--- src/rtl/relu_maxpool_stage.sv ---
// relu_maxpool_stage: ReLU followed by 2x2 stride-2 max pooling over a raster
// stream of convolution outputs. All features are processed in parallel.
// Ports:
//   clk            rising-edge clock
//   rst_pool       asynchronous active-low reset
//   in_valid       input beat valid (no backpressure)
//   in_data        NUM_FEATURES signed samples, feature f at [f*DATA_WIDTH +: DATA_WIDTH]
//   frame_restart  synchronous pulse, return to start of frame (wins over in_valid)
//   out_valid      one-cycle pulse per completed pooling window
//   out_data       pooled samples (non-negative), same packing as in_data
//   out_row/out_col pooled window index of out_data
//   frame_done     high after the last beat of the frame until restart/reset
module relu_maxpool_stage #(
  parameter int unsigned NUM_FEATURES = 10,
  parameter int unsigned IN_WIDTH     = 30,
  parameter int unsigned IN_HEIGHT    = 30,
  parameter int unsigned DATA_WIDTH   = 8
) (
  input  logic                                 clk,
  input  logic                                 rst_pool,
  input  logic                                 in_valid,
  input  logic [NUM_FEATURES*DATA_WIDTH-1:0]   in_data,
  input  logic                                 frame_restart,
  output logic                                 out_valid,
  output logic [NUM_FEATURES*DATA_WIDTH-1:0]   out_data,
  output logic [$clog2(IN_HEIGHT/2):0]         out_row,
  output logic [$clog2(IN_WIDTH/2):0]          out_col,
  output logic                                 frame_done
);

  localparam int unsigned BUS_W    = NUM_FEATURES * DATA_WIDTH;
  localparam int unsigned RCW      = (IN_HEIGHT > 1) ? $clog2(IN_HEIGHT) : 1;
  localparam int unsigned CCW      = (IN_WIDTH > 1) ? $clog2(IN_WIDTH) : 1;
  localparam int unsigned OROW_W   = $clog2(IN_HEIGHT/2) + 1;
  localparam int unsigned OCOL_W   = $clog2(IN_WIDTH/2) + 1;
  localparam int unsigned NUM_HALF = (IN_WIDTH / 2 > 0) ? IN_WIDTH / 2 : 1;
  localparam int unsigned LB_AW    = (NUM_HALF > 1) ? $clog2(NUM_HALF) : 1;
  localparam bit          ODD_W    = (IN_WIDTH % 2) != 0;
  localparam bit          ODD_H    = (IN_HEIGHT % 2) != 0;
  localparam logic [RCW-1:0] LAST_ROW = RCW'(IN_HEIGHT - 1);
  localparam logic [CCW-1:0] LAST_COL = CCW'(IN_WIDTH - 1);

  typedef enum logic {S_ACTIVE, S_DONE} state_t;

  state_t               r_state;
  state_t               w_state_nxt;
  logic                 w_accept;
  logic                 w_last;
  logic                 w_in_window;
  logic [LB_AW-1:0]     w_lb_idx;
  logic [RCW-1:0]       r_in_row;
  logic [CCW-1:0]       r_in_col;
  logic [BUS_W-1:0]     r_pair;
  logic [BUS_W-1:0]     r_linebuf [NUM_HALF];
  logic [BUS_W-1:0]     w_relu;
  logic [BUS_W-1:0]     w_max_pair;
  logic [BUS_W-1:0]     w_max_lb;
  logic                 r_out_valid;
  logic [BUS_W-1:0]     r_out_data;
  logic [OROW_W-1:0]    r_out_row;
  logic [OCOL_W-1:0]    r_out_col;
  logic                 r_frame_done;

  function automatic logic [DATA_WIDTH-1:0] relu(input logic [DATA_WIDTH-1:0] x);
    return x[DATA_WIDTH-1] ? '0 : x;
  endfunction

  function automatic logic [DATA_WIDTH-1:0] smax(input logic [DATA_WIDTH-1:0] a,
                                                 input logic [DATA_WIDTH-1:0] b);
    return ($signed(a) > $signed(b)) ? a : b;
  endfunction

  assign w_last   = (r_in_row == LAST_ROW) && (r_in_col == LAST_COL);
  assign w_lb_idx = LB_AW'(r_in_col >> 1);
  // Trailing row/column of an odd dimension never belongs to a window.
  assign w_in_window = !(ODD_H && (r_in_row == LAST_ROW)) &&
                       !(ODD_W && (r_in_col == LAST_COL));

  // Per-feature ReLU and the two candidate maxima.
  always_comb begin
    w_relu     = '0;
    w_max_pair = '0;
    w_max_lb   = '0;
    for (int unsigned f = 0; f < NUM_FEATURES; f++) begin
      w_relu[f*DATA_WIDTH +: DATA_WIDTH]     = relu(in_data[f*DATA_WIDTH +: DATA_WIDTH]);
      w_max_pair[f*DATA_WIDTH +: DATA_WIDTH] = smax(r_pair[f*DATA_WIDTH +: DATA_WIDTH],
                                                    w_relu[f*DATA_WIDTH +: DATA_WIDTH]);
      w_max_lb[f*DATA_WIDTH +: DATA_WIDTH]   = smax(r_linebuf[w_lb_idx][f*DATA_WIDTH +: DATA_WIDTH],
                                                    w_relu[f*DATA_WIDTH +: DATA_WIDTH]);
    end
  end

  // State register.
  always_ff @(posedge clk or negedge rst_pool) begin
    if (!rst_pool) r_state <= S_ACTIVE;
    else           r_state <= w_state_nxt;
  end

  // Next state and beat acceptance; restart overrides any beat.
  always_comb begin
    w_state_nxt = r_state;
    w_accept    = 1'b0;
    if (frame_restart) begin
      w_state_nxt = S_ACTIVE;
    end else begin
      case (r_state)
        S_ACTIVE: begin
          if (in_valid) begin
            w_accept = 1'b1;
            if (w_last) w_state_nxt = S_DONE;
          end
        end
        S_DONE:  w_state_nxt = S_DONE;
        default: w_state_nxt = S_ACTIVE;
      endcase
    end
  end

  // Counters, pooling storage and registered outputs.
  always_ff @(posedge clk or negedge rst_pool) begin
    if (!rst_pool) begin
      r_in_row     <= '0;
      r_in_col     <= '0;
      r_pair       <= '0;
      for (int unsigned i = 0; i < NUM_HALF; i++) r_linebuf[i] <= '0;
      r_out_valid  <= 1'b0;
      r_out_data   <= '0;
      r_out_row    <= '0;
      r_out_col    <= '0;
      r_frame_done <= 1'b0;
    end else begin
      r_out_valid <= 1'b0;
      if (frame_restart) begin
        r_in_row     <= '0;
        r_in_col     <= '0;
        r_frame_done <= 1'b0;
      end else if (w_accept) begin
        if (r_in_col == LAST_COL) begin
          r_in_col <= '0;
          r_in_row <= r_in_row + 1'b1;
        end else begin
          r_in_col <= r_in_col + 1'b1;
        end
        if (w_in_window) begin
          // Low bits of row/col select the role of this beat inside its window.
          case ({r_in_row[0], r_in_col[0]})
            2'b00: r_pair <= w_relu;
            2'b01: r_linebuf[w_lb_idx] <= w_max_pair;
            2'b10: r_pair <= w_max_lb;
            2'b11: begin
              r_out_valid <= 1'b1;
              r_out_data  <= w_max_pair;
              r_out_row   <= OROW_W'(r_in_row >> 1);
              r_out_col   <= OCOL_W'(r_in_col >> 1);
            end
            default: r_pair <= r_pair;
          endcase
        end
        if (w_last) r_frame_done <= 1'b1;
      end
    end
  end

  assign out_valid  = r_out_valid;
  assign out_data   = r_out_data;
  assign out_row    = r_out_row;
  assign out_col    = r_out_col;
  assign frame_done = r_frame_done;

endmodule

--- config.mk ---
export PLATFORM = sky130hd
export DESIGN_NAME = relu_maxpool_stage
export DESIGN_NICKNAME = d
export VERILOG_FILES = /design/src/rtl/relu_maxpool_stage.sv
export SDC_FILE = /design/constraint.sdc
export NUM_CORES = 2
export LEC_CHECK = 0
export CAP_MARGIN = 40
export CORE_MARGIN = 8
export CORE_UTILIZATION = 47
export DETAILED_ROUTE_END_ITERATION = 6
export HOLD_SLACK_MARGIN = 0.02
export PLACE_DENSITY = 0.68
export SKIP_LAST_GASP = 1
export SLEW_MARGIN = 0
export SYNTH_ARGS = -nofsm -noshare
export SYNTH_HDL_FRONTEND = slang
export SYNTH_SLANG_ARGS = --single-unit
--- constraint.sdc ---
create_clock -name clk -period 5.5 [get_ports clk]
set_clock_uncertainty 0.1 [all_clocks]
set_input_delay 0.825 -clock clk [delete_from_list [all_inputs] [get_ports clk]]
set_output_delay 0.825 -clock clk [all_outputs]
set_load 0.01 [all_outputs]
=== Word level (Yosys, flattened, before mapping) ===
Index checks and enable logic that the tools add are counted.

* Register bits after elaboration: 1381
* Input bits: 84
* Output and inout port bits: 92

* $add $sub $neg: 2
* Magnitude comparators: 22
* Equal/unequal tests: 5
* Multiplexer cells: 56
* Bitwise gates (word level): 3
* Reductions and logical operators: 12

{| class="wikitable"
|+ Operators with widths
! operator !! count
|-
| bitwise mux 1200 bit || 1
|-
| binary-select mux 80 bit (select 4 bit) || 1
|-
| demux 80 bit (select 4 bit) || 1
|-
| two-way mux 80 bit || 3
|-
| greater-than comparator 8 bit || 20
|-
| two-way mux 8 bit || 20
|-
| case mux 80 bit (2 select lines) || 1
|-
| two-way mux 7 bit || 10
|-
| two-way mux 5 bit || 6
|-
| two-way mux 1 bit || 12
|-
| adder 5 x 1 -> 5 bit, second input constant || 2
|-
| equality test 5 bit, second input constant || 2
|-
| AND reduction 3 bit || 3
|-
| nonzero test 2 bit || 4
|-
| greater-or-equal comparator 5 bit, second input constant || 1
|-
| < comparator 5 x 1 -> 1 bit, second input constant || 1
|-
| inverter 4 -> 5 bit || 1
|-
| equality test 2 bit, second input constant || 2
|-
| AND reduction 2 bit || 2
|-
| equality test 2 x 1 -> 1 bit, second input constant || 1
|-
| logical AND 1 bit || 2
|-
| zero test 2 bit || 1
|-
| inverter 1 bit || 2
|-
| case mux 1 bit (2 select lines) || 1
|}

=== Depth between registers and ports, before layout ===
* Word-level depth: 7
* Mapped depth: 14
* Gate-level depth less buffers: 10

=== Worst setup path before layout ===
No wires, ideal clock.

* Path type: register to register
* Start point: register r_in_col[2]
* End point: register r_pair[41]
* Library setup time: 125 ps
* Arrival time: 3180 ps
* Data required time: 5275 ps
* Slack: 2095 ps
* Cell stages (with the launch flop): 12
* Clock period less this slack: 3405 ps
* Cell sequence: dfrtp_1 -> buf_6 -> buf_2 -> buf_1 -> mux4_2 -> mux4_2 -> ha_1 -> a21o_1 -> a21oi_1 -> o221ai_1 -> nand4_1 -> mux2_2

* Longest elaborated chain between the ends: 7

{| class="wikitable"
|+ RTL lines
! item !! line !! text
|-
| start: declaration || 52 || <nowiki>logic [CCW-1:0] r_in_col;</nowiki>
|-
| start signal: assignment || 142 || <nowiki>r_in_col <= r_in_col + 1'b1;</nowiki>
|-
| inverter 4 -> 5 bit (implied by the code) (*) || 88 || <nowiki>w_max_lb[f*DATA_WIDTH +: DATA_WIDTH] = smax(r_linebuf[w_lb_idx][f*DATA_WIDTH +: DATA_WIDTH],</nowiki>
|-
| binary-select mux 80 bit (select 4 bit) (*) || 88 ||
|-
| two-way mux 80 bit (*) (2 in a row) || - ||
|-
| greater-than comparator 8 bit || 70 || <nowiki>return ($signed(a) > $signed(b)) ? a : b;</nowiki>
|-
| two-way mux 8 bit (*) || 70 ||
|-
| case mux 80 bit (2 select lines) (*) || 146 || <nowiki>case ({r_in_row[0], r_in_col[0]})</nowiki>
|-
| end signal: assignment || 147 || <nowiki>2'b00: r_pair <= w_relu;</nowiki>
|-
| end signal: assignment || 149 || <nowiki>2'b10: r_pair <= w_max_lb;</nowiki>
|-
| end signal: assignment || 156 || <nowiki>default: r_pair <= r_pair;</nowiki>
|-
| end: declaration || 53 || <nowiki>logic [BUS_W-1:0] r_pair;</nowiki>
|}

Mark *: on every way between the ends. The rest lies on a longest branch, timed or not. The select of a mux whose other input is x is not followed.
A chain may end at the register's enable or synchronous reset.

=== Worst setup path in the final report ===
* Start point: register r_in_col[1]
* End point: register r_pair[33]

Same word-level chain as after synthesis.

==> flow_summary.toml <==
[routing]
vias = 48900
dr.first_iter.drc_count = 5090
wire_per_inst_um = 22.8
ant_nets = 0
drt-pass1-iter-count = 7
wl_um = 180000
drcViolationCount = 0
avgViaCountPerCell = 6.19

[timing]
finalCritPeriodShare_pct = 78.0
worstMarginPinSlew_ns = 0.965
rsz0062_at_grt = "false"
finalHoldViolCount = 0
fmax_ghz = 0.233
max_slew_margin_pct = 35.6
tns_ns = 0
setup_viol = 0
drv_slew = 0
fin_ws_ns = 1.21
period_needed_ns = 4.29
worst_hold_slack_ns = 0.383

[final_layout]
fillers = 11600
fin_area_um2 = 74100
drive_gt1_share_pct = 13.4
diodes = 0
fin_util_pct = 53.8
area_growth_syn_to_layout_pct = 13.6
fin_nets = 6223

[critical_path]
slowest_stage = "dfrtp_4"
cp-start-kind = "register"
worstPathArrival_ns = 4.84
cp.depth = 9
crit_type = "reg2reg"
end_kind = "register"
required_ns = 6.05
cp_top_family = "multiplexers"
path_cells = "buf_12, mux4_1, mux4_2, ha_1, a21o_1, a21oi_1, o221ai_1, nand4_1, mux2_2"
critPathMaxFanout = 61
worst-r2r-cell-count = 9
cp_num_buf_inv = 1
slowest_delay_ns = 0.92

[cts]
cts.path.max_buffers = 3
cts_sinks = 1381
ctsResizeCount = 0
cts_buffers = 143
worstSkewPairLatency_ns = 0.76
cts_tree = "done"
cts_htree_levels = 4
clk_pin_slew_ns = 0.06
root_buffer = "clkbuf_16"

[yosys]
synthFlopType = "dfrtp_1"
syn-mean-instance-area_um2 = 10.9
yosysMostFrequentCell = "dfrtp_1"
netlist_area_um2 = 65200
synth_cell_type_count = 52
synth_edf_count = 0
netlist.area_leader.share_pct = 53.0
ys_ff_latch = 1381
synthArstFlopShare_pct = 100
ys_seq_area_share_pct = 53.0
synth_cells = 5997
synthTopCellsByArea = "dfrtp_1 53%, a31oi_1 9.7%, mux4_2 8.6%, nor2_1 7.3%, ha_1 2.8%"
synth_top_cell_by_area = "dfrtp_1"
synth_warnings = 0
synth_common_cells = "1381 x dfrtp_1, 1261 x nor2_1, 1009 x a31oi_1, 363 x clkbuf_1, 249 x mux4_2"

[power_and_ir_drop]
powerDensity_nw_per_um2 = 329
p_leak_nw = 32.2
vdd_drop_max_v = 0.000241

[job]
maxCapViolCount = 0

[placement]
place_area_um2 = 69200
dp_hpwl_um = 103000
io_buffers = 173
routabilityCongestion = 0.864
pre_cts_slack_ns = 1.23

[grt]
grt_busiest_layer = "met2"
grt_usage_pct = 23.5
grt_pass1_vias = 48500
use_met1_pct = 34.6
antenna_found_initial = 1
grt_overflow = 0
grt_first_pass_wirelength_um = 285000
gr-usage-met3_pct = 4.30
grt_max_degree = 172
grt_use_met2_pct = 35.9

[die]
core_um2 = 138000
start_util_pct = 47.4
ios = 176
fp.dieH_um = 389
die_width_um = 389
die_area_um2 = 151000
rows = 136

[hold_path]
min_path_type = "reg2reg"
hold_depth = 1

[status]
status = "complete, no violations"
## report_power, final
part | internal, W | switching [W] | total (W)
Clock | 0.00599 | 0.00410 | 0.0101
Sequential | 0.0106 | 0.000271 | 0.0108
Combinational | 0.00141 | 0.00206 | 0.00347
Total | 0.0180 | 0.00643 | 0.0244
## path summary, 6_finish.rpt
path | startpoint | to | slack [ns]
max | r_in_col[1]$_DFFE_PN0P_ | r_pair[33]$_DFFE_PN0P_ | 1.21
min | r_pair[47]$_DFFE_PN0P_ | r_pair[47]$_DFFE_PN0P_ | 0.38
max reg2reg | r_in_col[1]$_DFFE_PN0P_ | r_pair[33]$_DFFE_PN0P_ | 1.21
min reg2reg | r_pair[47]$_DFFE_PN0P_ | r_pair[47]$_DFFE_PN0P_ | 0.38
max in group asynchronous | rst_pool | out_data[32]$_DFFE_PN0P_ | 3.30
min in group asynchronous | rst_pool | r_linebuf[386]$_DFFE_PN0P_ | 0.57
## metal layers
metal  wire (µm)  vias up
li1            -    21900
met1       80800    24800
met2       81700     1946
met3       13400      282
met4        4090        0
met5           0        -
## registers in the layout, indices dropped and copies added (netlist names)
register,cells
frame_done,1
out_col,4
out_data,80
out_row,4
out_valid,1
r_in_col,5
r_in_row,5
r_linebuf,1200
r_pair,80
r_state,1
## cells by family (layout without fill, tap and decap cells)
logic type | Yosys count | after routing | synth area share, %
multiplexers | 486 | 486 | 13.4
adder cells (fa/ha/maj) | 144 | 144 | 2.76
flip-flops | 1381 | 1381 | 53.0
buffers and inverters | 684 | 789 | 4.59
AND/OR/NAND/NOR | 1750 | 1750 | 11.5
other | 1 | 2 | 0.00575
XOR/XNOR | 4 | 4 | 0.0537
AO/OA/AOI/OAI | 1547 | 1547 | 14.7
## timing repair
item                      in CTS  in global routing
hold buffers                   1                  0
setup buffers                  0                  0
hold endpoints to repair     103                  0
## layout make-up
class | instances | area, µm² | share of cell area [%]
clock buffers | 210 | 4310 | 5.82
clock inverters | 43 | 567 | 0.765
inverters | 136 | 510 | 0.689
multi-input cells | 3933 | 27800 | 37.5
flip-flops and latches | 1381 | 34600 | 46.7
well taps | 1794 | 2240 | 3.03
repair buffers | 400 | 4080 | 5.51
## through the flow
| step | total power [W] | cells |
|---|---|---|
| 4_1_cts | 0.0245 | 7897 |
| 6_report | 0.0244 | 7897 |
| 3_3_place_gp | 0.0143 | 7616 |
| 3_5_place_dp | 0.0145 | 7643 |
| 5_1_grt | 0.0254 | 7897 |
| 2_1_floorplan | 0.0133 | 5998 |
## layout by cell type, fill, tap and decap left out, types with 136 or more instances in the layout
cell             count
clkdlybuf4s50_1    172
a21oi_1            221
a31oi_1           1009
dfrtp_1           1377
nor2b_1            164
buf_4              178
clkbuf_16          150
mux4_2             249
nor2_1            1251
inv_1              136
ha_1               144
Power figures use the tool's default switching activity.
